$ cat src/rtl/pacote_saida_pkg.sv
// Shared defaults and width helpers for the SAP-1 output register block.
package pacote_saida_pkg;

  localparam int unsigned SAIDA_WIDTH_DEFAULT = 8;
  localparam int unsigned SAIDA_DEPTH_DEFAULT = 4;

  // Pointer width for a DEPTH-entry ring; at least one bit so the vector is legal.
  function automatic int unsigned ptr_width(input int unsigned depth);
    return (depth > 1) ? $clog2(depth) : 1;
  endfunction

  // Occupancy counter width: must represent 0..DEPTH inclusive.
  function automatic int unsigned cnt_width(input int unsigned depth);
    return $clog2(depth + 1);
  endfunction

endpackage

$ cat src/rtl/registrador_de_saida_fifo_fifo.sv
// fifo_sincrona: DEPTH-entry synchronous FIFO with a registered head word.
// Full/empty come from the occupancy count, never from pointer equality.
module fifo_sincrona
  import pacote_saida_pkg::*;
#(
  parameter int unsigned WIDTH = SAIDA_WIDTH_DEFAULT,
  parameter int unsigned DEPTH = SAIDA_DEPTH_DEFAULT
) (
  input  logic                          clk_i,
  input  logic                          rst_ni,
  input  logic                          wr_req_i,
  input  logic [WIDTH-1:0]              wr_data_i,
  input  logic                          rd_ready_i,
  output logic                          rd_valid_o,
  output logic [WIDTH-1:0]              rd_data_o,
  output logic                          pop_o,
  output logic                          full_o,
  output logic                          empty_o,
  output logic [cnt_width(DEPTH)-1:0]   count_o
);

  localparam int unsigned PW = ptr_width(DEPTH);
  localparam int unsigned CW = cnt_width(DEPTH);

  logic [WIDTH-1:0] mem_q [DEPTH];
  logic [PW-1:0]    wptr_q, wptr_d;
  logic [PW-1:0]    rptr_q, rptr_d;
  logic [CW-1:0]    count_q, count_d;
  logic [WIDTH-1:0] head_q, head_d;

  logic full, empty, push, pop;
  logic head_from_push;

  assign full  = (count_q == CW'(DEPTH));
  assign empty = (count_q == '0);

  // Handshakes: a pop frees a slot on the same edge, so a full FIFO still accepts a push.
  assign pop  = !empty && rd_ready_i;
  assign push = wr_req_i && (!full || pop);

  // The pushed word becomes the head when nothing else remains after this cycle's pop.
  assign head_from_push = push && (count_q == CW'(pop));

  // Next-state for pointers and occupancy; pointers wrap naturally as DEPTH is a power of two.
  always_comb begin
    wptr_d  = wptr_q;
    rptr_d  = rptr_q;
    count_d = count_q;
    if (push) wptr_d = wptr_q + PW'(1);
    if (pop)  rptr_d = rptr_q + PW'(1);
    unique case ({push, pop})
      2'b10:   count_d = count_q + CW'(1);
      2'b01:   count_d = count_q - CW'(1);
      default: count_d = count_q;
    endcase
  end

  // Head register: tracks the new head, or keeps the last head when the FIFO drains.
  // Bypassing the write keeps push-to-valid at one cycle with no read-after-write hazard.
  always_comb begin
    head_d = head_q;
    if (count_d != '0) begin
      if (head_from_push) head_d = wr_data_i;
      else                head_d = mem_q[rptr_d];
    end
  end

  // Control state with asynchronous reset.
  always_ff @(posedge clk_i or negedge rst_ni) begin
    if (!rst_ni) begin
      wptr_q  <= '0;
      rptr_q  <= '0;
      count_q <= '0;
      head_q  <= '0;
    end else begin
      wptr_q  <= wptr_d;
      rptr_q  <= rptr_d;
      count_q <= count_d;
      head_q  <= head_d;
    end
  end

  // Storage array; contents are only observed through head_q, so it needs no reset.
  always_ff @(posedge clk_i) begin
    if (push) mem_q[wptr_q] <= wr_data_i;
  end

  assign rd_valid_o = !empty;
  assign rd_data_o  = head_q;
  assign pop_o      = pop;
  assign full_o     = full;
  assign empty_o    = empty;
  assign count_o    = count_q;

endmodule

$ cat src/rtl/registrador_de_saida_fifo.sv
// registrador_de_saida_fifo: SAP-1 output port. OPR_IN pushes bus_in into a
// FIFO drained over valid/ready; OUT_BUS holds the last delivered word.
// Optional feature macro: REG_SAIDA_OVERFLOW_EN adds the sticky overflow
// flag (overflow) and its synchronous clear (overflow_clr).
module registrador_de_saida_fifo
  import pacote_saida_pkg::*;
#(
  parameter int unsigned WIDTH = SAIDA_WIDTH_DEFAULT,
  parameter int unsigned DEPTH = SAIDA_DEPTH_DEFAULT
) (
  input  logic                        clock,
  input  logic                        clear_n,
  input  logic                        OPR_IN,
  input  logic [WIDTH-1:0]            bus_in,
  output logic                        out_valid,
  input  logic                        out_ready,
  output logic [WIDTH-1:0]            out_data,
  output logic [WIDTH-1:0]            OUT_BUS,
  output logic                        full,
  output logic                        empty,
  output logic [$clog2(DEPTH+1)-1:0]  count
`ifdef REG_SAIDA_OVERFLOW_EN
  ,
  output logic                        overflow,
  input  logic                        overflow_clr
`endif
);

  logic             pop;
  logic [WIDTH-1:0] out_bus_q, out_bus_d;

  fifo_sincrona #(
    .WIDTH (WIDTH),
    .DEPTH (DEPTH)
  ) u_fifo (
    .clk_i      (clock),
    .rst_ni     (clear_n),
    .wr_req_i   (OPR_IN),
    .wr_data_i  (bus_in),
    .rd_ready_i (out_ready),
    .rd_valid_o (out_valid),
    .rd_data_o  (out_data),
    .pop_o      (pop),
    .full_o     (full),
    .empty_o    (empty),
    .count_o    (count)
  );

  // Holding register captures the head on the same edge it is handed over.
  always_comb begin
    out_bus_d = out_bus_q;
    if (pop) out_bus_d = out_data;
  end

  // OUT_BUS register, cleared only by reset.
  always_ff @(posedge clock or negedge clear_n) begin
    if (!clear_n) out_bus_q <= '0;
    else          out_bus_q <= out_bus_d;
  end

  assign OUT_BUS = out_bus_q;

`ifdef REG_SAIDA_OVERFLOW_EN
  logic drop;
  logic overflow_q, overflow_d;

  // A write is lost only when full and no pop frees a slot in the same cycle.
  assign drop = OPR_IN && full && !pop;

  // Sticky flag: a drop in the same cycle as a clear takes priority.
  always_comb begin
    overflow_d = overflow_q;
    if (drop)              overflow_d = 1'b1;
    else if (overflow_clr) overflow_d = 1'b0;
  end

  // Overflow flag register.
  always_ff @(posedge clock or negedge clear_n) begin
    if (!clear_n) overflow_q <= 1'b0;
    else          overflow_q <= overflow_d;
  end

  assign overflow = overflow_q;
`endif

endmodule

$ cat config.mk
export PLATFORM = sky130hd
export DESIGN_NAME = registrador_de_saida_fifo
export DESIGN_NICKNAME = d
export VERILOG_FILES = /design/src/rtl/pacote_saida_pkg.sv /design/src/rtl/registrador_de_saida_fifo_fifo.sv /design/src/rtl/registrador_de_saida_fifo.sv
export SDC_FILE = /design/constraint.sdc
export NUM_CORES = 1
export LEC_CHECK = 0
export CORE_MARGIN = 5
export CORE_UTILIZATION = 45
export CTS_BUF_LIST = sky130_fd_sc_hd__clkbuf_4 sky130_fd_sc_hd__clkbuf_8
export CTS_CLUSTER_DIAMETER = 40
export DETAILED_ROUTE_END_ITERATION = 16
export GPL_TIMING_DRIVEN = 1
export PLACE_DENSITY = 0.71
export SLEW_MARGIN = 15
export SYNTH_ARGS = -nofsm -noshare
export SYNTH_HDL_FRONTEND = slang
export SYNTH_SLANG_ARGS = --single-unit
export TNS_END_PERCENT = 30
$ cat constraint.sdc
create_clock -name clock -period 5.3 [get_ports clock]
set_input_delay 1.59 -clock clock [delete_from_list [all_inputs] [get_ports clock]]
set_output_delay 1.59 -clock clock [all_outputs]
set_load 0.01 [all_outputs]
# Word-level counts from Yosys, hierarchy flattened
# Memories as Yosys holds them, arrays and structs flattened.
# Cells that the tools add are included.
# classes
muxes	5
bitwise	0
shifts	0
eq_ne	4
add_sub_neg	4
n_mul	0
n_reduce_logical	8
n_div	0
order_cmp	0
# ops
cell	count
two-way mux 8 bit	1
one-hot mux 3 bit (2 select lines)	1
adder 2 x 1 -> 2 bit (second input constant)	2
adder 3 x 1 -> 3 bit (second input constant)	1
== test 3 x 1 -> 1 bit	1
== test 3 bit (second input constant)	1
logical AND 1 bit	3
logical NOT 3 bit	1
nonzero test 3 bit	1
subtractor 3 x 1 -> 3 bit (second input constant)	1
== test 2 x 1 -> 1 bit (second input constant)	1
== test 2 bit (second input constant)	1
logical NOT 1 bit	2
two-way mux 1 bit	2
two-way mux 2 bit	1
logical OR 1 bit	1
# word_totals
mem_count	1
ram_bits	32
latchBits	0
elab_cells	27
register_bits	23
output_inout_bits	22
romBits	0
inputBits	12
# mem_list
memory	depth	word_bits	rd	rd_clocked_by_memory_dff	write_ports	line	text
u_fifo.mem_q	4	8	1	0	1	registrador_de_saida_fifo_fifo.sv:25	logic [WIDTH-1:0] mem_q [DEPTH];

# Logic depth before layout (Yosys ltp)
# Gate-level depths: netlist of the first run.
# depth
ltp_word	8
ltp_mapped	9
depth_no_buf	7

# Modules after synthesis
# Synthesis of the first run repeated with hierarchy kept, for this count alone.
# hier_totals
hier_cells	144
area_unflattened_um2	2438.6
# modules_own_cells
mod	area_each_um2	cells_each	seq_area_each_um2	n_inst
fifo_sincrona	2107.0	127	1336.3	1
registrador_de_saida_fifo	331.6	17	200.2	1

# Worst setup path after synthesis of the first run
# No wires, ideal clock.
# synth_path
path_kind	in2reg
start	in out_ready
end	reg u_fifo.head_q[5] (netlist: u_fifo.rd_data_o[5])
stages	9
setup_time_ns	0.125
path_buffers	2
required_ns	5.175
arrival_ns	3.816
slack_ns	1.359
path_cell_list	buf_6 o31a_1 clkbuf_1 nand2b_1 fa_1 nand2_1 o41ai_4 a21o_4 mux2_4
# synth_between
elab_chain_len	6
word_cells_on_any_way	12
cone_classes	eq/ne (3); mux (3); reduce/logical (5); memory (1)
# synth_rtl
element	line	text
from (decl)	registrador_de_saida_fifo.sv:16	input logic out_ready,
logical AND 1 bit (*)	registrador_de_saida_fifo_fifo.sv:38	assign pop = !empty && rd_ready_i;
logical OR 1 bit	registrador_de_saida_fifo_fifo.sv:39	assign push = wr_req_i && (!full || pop);
logical AND 1 bit	registrador_de_saida_fifo_fifo.sv:39	
== test 2 x 1 -> 1 bit / == test 2 bit (equally long branches)	registrador_de_saida_fifo_fifo.sv:51	unique case ({push, pop})
one-hot mux 3 bit (2 select lines)	registrador_de_saida_fifo_fifo.sv:51	
nonzero test 3 bit	registrador_de_saida_fifo_fifo.sv:62	if (count_d != '0) begin
to (signal assigned)	registrador_de_saida_fifo_fifo.sv:74	head_q <= '0;
to (signal assigned)	registrador_de_saida_fifo_fifo.sv:79	head_q <= head_d;
to (decl)	registrador_de_saida_fifo_fifo.sv:29	logic [WIDTH-1:0] head_q, head_d;
# Every way passes the cells marked *; elsewhere a longest branch is shown, timed or not.
# A chain may end at the register's enable or synchronous reset.

# Final worst setup path of the first run
# Ends and elaborated chain as after synthesis.

==> out/results.txt, run 1 <==
worst path bufs/invs: 2
synth cell count leaders: 33 x mux2i_1, 32 x edfxtp_1, 23 x dfrtp_1, 15 x nand2_1, 14 x inv_1
CP Cell Sequence: clkdlybuf4s50_1 > buf_4 > o31a_1 > nand2b_1 > fa_1 > nand2_1 > o41ai_4 > a21o_4 > mux2_4
placed cells: 323
Max Cap Viol: 0
worst reg2reg startpoint: u_fifo.count_o[2]$_DFF_PN0_
Pleak: 0.00137 uW
CTS Hold Buffers Added: 0
synth warn: 0
Die Area: 0.00801 sq mm
CP required: 5500 ps
crit path from: out_ready
Initial DRC Count: 67
Worst path top cell family by delay: compound AO/OA/AOI/OAI gates
Max-slew headroom: 28.1%
Async SR Flop Fraction: 41.8%
Int Pwr: 1190 uW
core box area: 0.00624 sq mm
initial antenna violation count: 0
# fillers: 544
critical path type: in2reg
area grow syn2layout: 17.0%
post-synthesis cell type count: 48
Final Cycle Share: 77.4%
total wire length: 5.48 mm
clock latency on the worst-skew pair: 310 ps
Yosys top cell by area: edfxtp_1
Worst R2R Path Depth: 7
DRT Pass-1 Iters: 4
fin util: 53.3%
syn avg cell area: 12.8 sq um
GRT Residual Overflow: 0
Syn Inst Count: 222
gpl congestion: 0.763
Sw Share: 36.8%
Root Driver: clkbuf_8
clk_skew: 6.84 ps
fraction of layout cells with a size suffix above 1: 11.4%
TritonCTS buffer count: 5
largest net degree at the start of global routing: 30
CTS tree: built
synthesized area: 0.00285 sq mm
vias per std cell: 5.51
worst r2r dst: u_fifo.rd_data_o[5]$_DFFE_PN0P_
post-route cell area: 0.00333 sq mm
ANT nets after route: 0
Worst Path Arrival: 4300 ps
total track usage: 14.9%
crit end category: flip-flop
Top FF cell, synth: edfxtp_1
endpoints failing setup: 0
R2R setup slack: 2450 ps
num rows: 29
CTS H-tree depth: 2
DRC viols: 0
sequential area share after synthesis: 54.0%
# IOs: 34
power density over the cells: 565 mW/mm^2
vias in the first global route: 1785
clk buf depth: 2
Period minus WS final: 4100 ps
Switching Power: 691 uW
part of the power in combinational logic: 45.2%
Flop pwr share: 41.2%
die extent in x: 89.5 microns
CTS sink cnt: 55
post-CTS repair timing setup buffer count: 0
CP endpoint: u_fifo.rd_data_o[5]$_DFFE_PN0P_
Routed wire per std cell: 16.6 microns
critical path startpoint category: primary input
Clock Power Share: 13.7%
status: finished, final reports clean
Worst-Margin Slew: 1080 ps
Initial Util: 45.6%
PostCTS Resize Cnt: 0
peak supply drop: 0.000298 V
CP max FO: 13
total power: 1880 uW
Slowest cell on crit path: o41ai_4
I/O Buffers: 33
WP depth: 9
first-pass GRT wire length: 8.87 mm
#FFs+latches synth: 55
HPWL Detailed: 3.87 mm
Net count, final: 270
syn nets: 239
Max Clk Rate: 0.244 GHz
via count: 1823
EDFF count, synth: 32
DIE HEIGHT: 89.5 microns
clock transition at the registers of the reported paths: 100 ps
share of the synthesized area in the top cell type: 33.8%
final setup TNS: 0 ps
fin cells: 331
most common cell in the synthesized netlist: mux2i_1
Worst Hold Class: reg2reg
RSZ-0062 raised after global routing: false
endpoints failing hold: 0
Slew Limit Fails: 0
max incr delay on CP: 610 ps
top cells by area, synth: edfxtp_1 34%, dfrtp_1 20%, mux2i_1 12%
DP Area: 0.00323 sq mm
number of diodes: 0
-- area by class of cell --
| cell class | count | area [sq um] | share of cell area, % |
|---|---|---|---|
| flip-flops and latches | 55 | 1540 | 46.1 |
| multi-input cells | 139 | 1170 | 35.2 |
| repair buffers | 38 | 368 | 11.0 |
| clock buffers | 8 | 104 | 3.12 |
| well taps | 77 | 96.3 | 2.89 |
| inverters | 14 | 52.6 | 1.58 |
-- power groups by stage --
stage,logic [uW],clock network [uW],registers [uW]
6_report,849,257,774
5_1_grt,938,279,800
4_1_cts,862,265,774
3_5_place_dp,858,0,784
3_3_place_gp,837,0,774
2_1_floorplan,631,0,713
-- worst reg2reg max path, stage by stage (launching register included) --
cell      delay, ps
dfrtp_1         640
o31a_1          230
nand2b_1         70
fa_1            530
nand2_1         110
o41ai_4         610
a21o_4          250
mux2_4          300
-- layout by cell type (no fill, tap or decap), types with 2 or more instances in the layout --
cell,synthesis,layout
mux2i_1,33,33
clkdlybuf4s50_1,0,33
edfxtp_1,32,32
dfrtp_1,23,23
nand2_1,15,15
inv_1,14,14
nand3_1,12,12
o21ai_0,8,8
a22oi_1,7,7
clkbuf_8,0,7
o2111ai_1,6,6
a221oi_1,6,6
buf_4,1,5
nor2_1,4,4
and2_1,4,4
ha_1,4,4
xnor2_1,3,3
xor2_1,2,2
o21bai_1,2,2
a21oi_1,2,2
nand2b_1,2,2
and2b_1,2,2
or3b_4,2,2
nor2_2,2,2
mux4_2,2,2
-- logic make-up (layout without fill, tap and decap cells) --
kind of cell	count (synthesis)	in the layout	share of synthesized area, %
compound gates	42	42	12.4
mux	37	37	14.1
flops	55	55	54.0
buf+inv	28	60	5.10
fa+ha+maj	5	5	2.46
xor+xnor	5	5	1.54
simple gates	50	50	10.4
-- registers in the layout (all words and copies together), names as in the netlist --
name and cells:
OUT_BUS 8, u_fifo.count_o 3, u_fifo.mem_q 32, u_fifo.rd_data_o 8, u_fifo.rptr_q 2, u_fifo.wptr_q 2
-- worst min-delay path by stage --
stage | from | endpoint | slack [ps] | depth (start not counted)
final | OUT_BUS[5]$_DFFE_PN0N_ | OUT_BUS[5]$_DFFE_PN0N_ | 490 | 2
after floorplan | OUT_BUS[5]$_DFFE_PN0N_ | OUT_BUS[5]$_DFFE_PN0N_ | 510 | 2
after CTS | OUT_BUS[5]$_DFFE_PN0N_ | OUT_BUS[5]$_DFFE_PN0N_ | 490 | 2
after global placement | OUT_BUS[5]$_DFFE_PN0N_ | OUT_BUS[5]$_DFFE_PN0N_ | 460 | 2
after detailed placement | OUT_BUS[5]$_DFFE_PN0N_ | OUT_BUS[5]$_DFFE_PN0N_ | 470 | 2
after global routing | OUT_BUS[6]$_DFFE_PN0N_ | OUT_BUS[6]$_DFFE_PN0N_ | 520 | 2
-- metrics by stage --
stage / setup slack, ps / hold WS [ps]
floorplan: 1360 / 514
global placement: 944 / 457
detailed placement: 905 / 466
CTS: 1240 / 490
global route: 1110 / 523
finish: 1200 / 487
-- metal layers --
layer	routed length (microns)	track usage [%]	up-vias
met5	0	0	-
met4	54	5.41	0
met3	240	3.32	6
met2	2640	24.2	35
met1	2550	19.6	897
li1	-	-	885
No activity file was read; power rests on OpenSTA's default activity.
==> run 2: changes to the inputs <==
--- a/config.mk
+++ b/config.mk
@@ -11,7 +11,7 @@
 export CTS_CLUSTER_DIAMETER = 40
 export DETAILED_ROUTE_END_ITERATION = 16
 export GPL_TIMING_DRIVEN = 1
-export PLACE_DENSITY = 0.71
+export PLACE_DENSITY = 0.73
 export SLEW_MARGIN = 15
 export SYNTH_ARGS = -nofsm -noshare
 export SYNTH_HDL_FRONTEND = slang
==> constraint.sdc (replaced) <==
create_clock -name clock -period 3.7 [get_ports clock]
set_input_delay 1.11 -clock clock [delete_from_list [all_inputs] [get_ports clock]]
set_output_delay 1.11 -clock clock [all_outputs]
set_load 0.01 [all_outputs]
==> run 2 against run 1 <==
Cell area rose by 1.2%. Register-to-register slack got worse by 1400 ps. Global-route usage fell by 0.49 points. Clock skew rose by 4.2 ps. Combinational power rose by 45%. Clock-buffer cell count fell by 2. Critical path type unchanged. Largest power group unchanged.
==> out/results.txt, run 2 (synthesis gave the netlist of run 1 again) <==
die extent in x: 89.5 microns
I/O Buffers: 33
fin util: 54.0%
DIE HEIGHT: 89.5 microns
Max Cap Viol: 0
CP endpoint: u_fifo.rd_data_o[5]$_DFFE_PN0P_
clk buf depth: 2
Initial Util: 45.6%
CTS tree: built
CTS H-tree depth: 2
Worst Path Arrival: 3430 ps
GRT Residual Overflow: 0
total wire length: 5.27 mm
vias in the first global route: 1791
CTS sink cnt: 55
fraction of layout cells with a size suffix above 1: 11.8%
Worst path top cell family by delay: compound AO/OA/AOI/OAI gates
DRT Pass-1 Iters: 4
crit path from: out_ready
TritonCTS buffer count: 5
clk_skew: 11.1 ps
ANT nets after route: 0
Slowest cell on crit path: fa_1
WP depth: 8
Die Area: 0.00801 sq mm
CP Cell Sequence: clkdlybuf4s50_1 > o31a_1 > nand2b_1 > fa_1 > nand2_1 > o41ai_4 > a21o_4 > mux2_4
Final Cycle Share: 87.2%
worst path bufs/invs: 1
final setup TNS: 0 ps
total track usage: 14.4%
endpoints failing hold: 0
Worst Hold Class: reg2reg
clock transition at the registers of the reported paths: 100 ps
register with the most flip-flops: u_fifo.mem_q
crit end category: flip-flop
DRC viols: 0
Net count, final: 271
commonest non-fill, non-tap cells in the layout: 33 x mux2i_1, 33 x clkdlybuf4s50_1, 32 x edfxtp_1
first-pass GRT wire length: 8.94 mm
post-CTS repair timing setup buffer count: 0
Period minus WS final: 3230 ps
Slew Limit Fails: 0
area grow syn2layout: 18.4%
initial antenna violation count: 0
HPWL Detailed: 3.73 mm
PostCTS Resize Cnt: 0
Worst R2R Path Depth: 7
CP required: 3910 ps
# IOs: 34
CTS Hold Buffers Added: 0
power density over the cells: 831 mW/mm^2
critical path type: in2reg
RSZ-0062 raised after global routing: false
status: finished, final reports clean
worst r2r dst: u_fifo.rd_data_o[5]$_DFFE_PN0P_
Routed wire per std cell: 15.9 microns
max incr delay on CP: 540 ps
largest net degree at the start of global routing: 29
clock latency on the worst-skew pair: 310 ps
Worst-Margin Slew: 1030 ps
peak supply drop: 0.000426 V
Root Driver: clkbuf_8
max FFs per register: 32
endpoints failing setup: 0
Initial DRC Count: 105
worst reg2reg startpoint: u_fifo.count_o[2]$_DFF_PN0_
critical path startpoint category: primary input
CP max FO: 8
Pleak: 0.00139 uW
Max-slew headroom: 31.3%
gpl congestion: 0.790
num rows: 29
core box area: 0.00624 sq mm
Max Clk Rate: 0.310 GHz
R2R setup slack: 1030 ps
vias per std cell: 5.41
via count: 1795
number of diodes: 0
## run 2: layout make-up
type,instances,area (sq um)
fill,523,2870
sequential,55,1540
multi-input combinational,139,1170
timing repair buffer,39,375
tap,77,96.3
clock buffer,6,76.3
clock inverter,2,60.1
inverter,14,52.6
## run 2: worst min-delay path by stage
stage / start / endpoint / slack, ps / depth (start not counted)
2_1_floorplan: OUT_BUS[5]$_DFFE_PN0N_ / OUT_BUS[5]$_DFFE_PN0N_ / 510 / 2
3_5_place_dp: OUT_BUS[6]$_DFFE_PN0N_ / OUT_BUS[6]$_DFFE_PN0N_ / 460 / 2
6_report: OUT_BUS[5]$_DFFE_PN0N_ / OUT_BUS[5]$_DFFE_PN0N_ / 480 / 2
4_1_cts: OUT_BUS[6]$_DFFE_PN0N_ / OUT_BUS[6]$_DFFE_PN0N_ / 490 / 2
3_3_place_gp: OUT_BUS[5]$_DFFE_PN0N_ / OUT_BUS[5]$_DFFE_PN0N_ / 460 / 2
5_1_grt: OUT_BUS[6]$_DFFE_PN0N_ / OUT_BUS[6]$_DFFE_PN0N_ / 520 / 2
## run 2: metal layers
metal  GRT usage (%)  share of wire, %  vias to the layer above
met1            20.9                48                      866
li1                -                 -                      890
met3            2.58               4.0                        4
met5               0                 0                        -
met2            22.4                47                       35
met4            3.79              0.87                        0
## run 2: tightest hold or removal path, stage by stage (launching register included)
cell	delay, ps
dfrtp_1	350
nand2_1	50
nand2_1	50
## run 2: through the flow
| stage | instances | setup slack, ps | cell area (sq um) | hold WS [ps] | total power (uW) |
|---|---|---|---|---|---|
| finish | 332 | 472 | 3370 | 481 | 2800 |
| global route | 332 | 342 | 3370 | 516 | 3000 |
| CTS | 332 | 471 | 3370 | 486 | 2820 |
| detailed placement | 324 | 141 | 3230 | 461 | 2350 |
| global placement | 324 | 177 | 3230 | 457 | 2310 |
| floorplan | 222 | 239 | 2850 | 514 | 1920 |
## run 2: power by group
group | switching [uW] | internal, uW | leakage [uW]
logic | 557 | 670 | 0.000753
registers | 243 | 860 | 0.000564
clock network | 191 | 278 | 0.0000688
total | 991 | 1810 | 0.00139
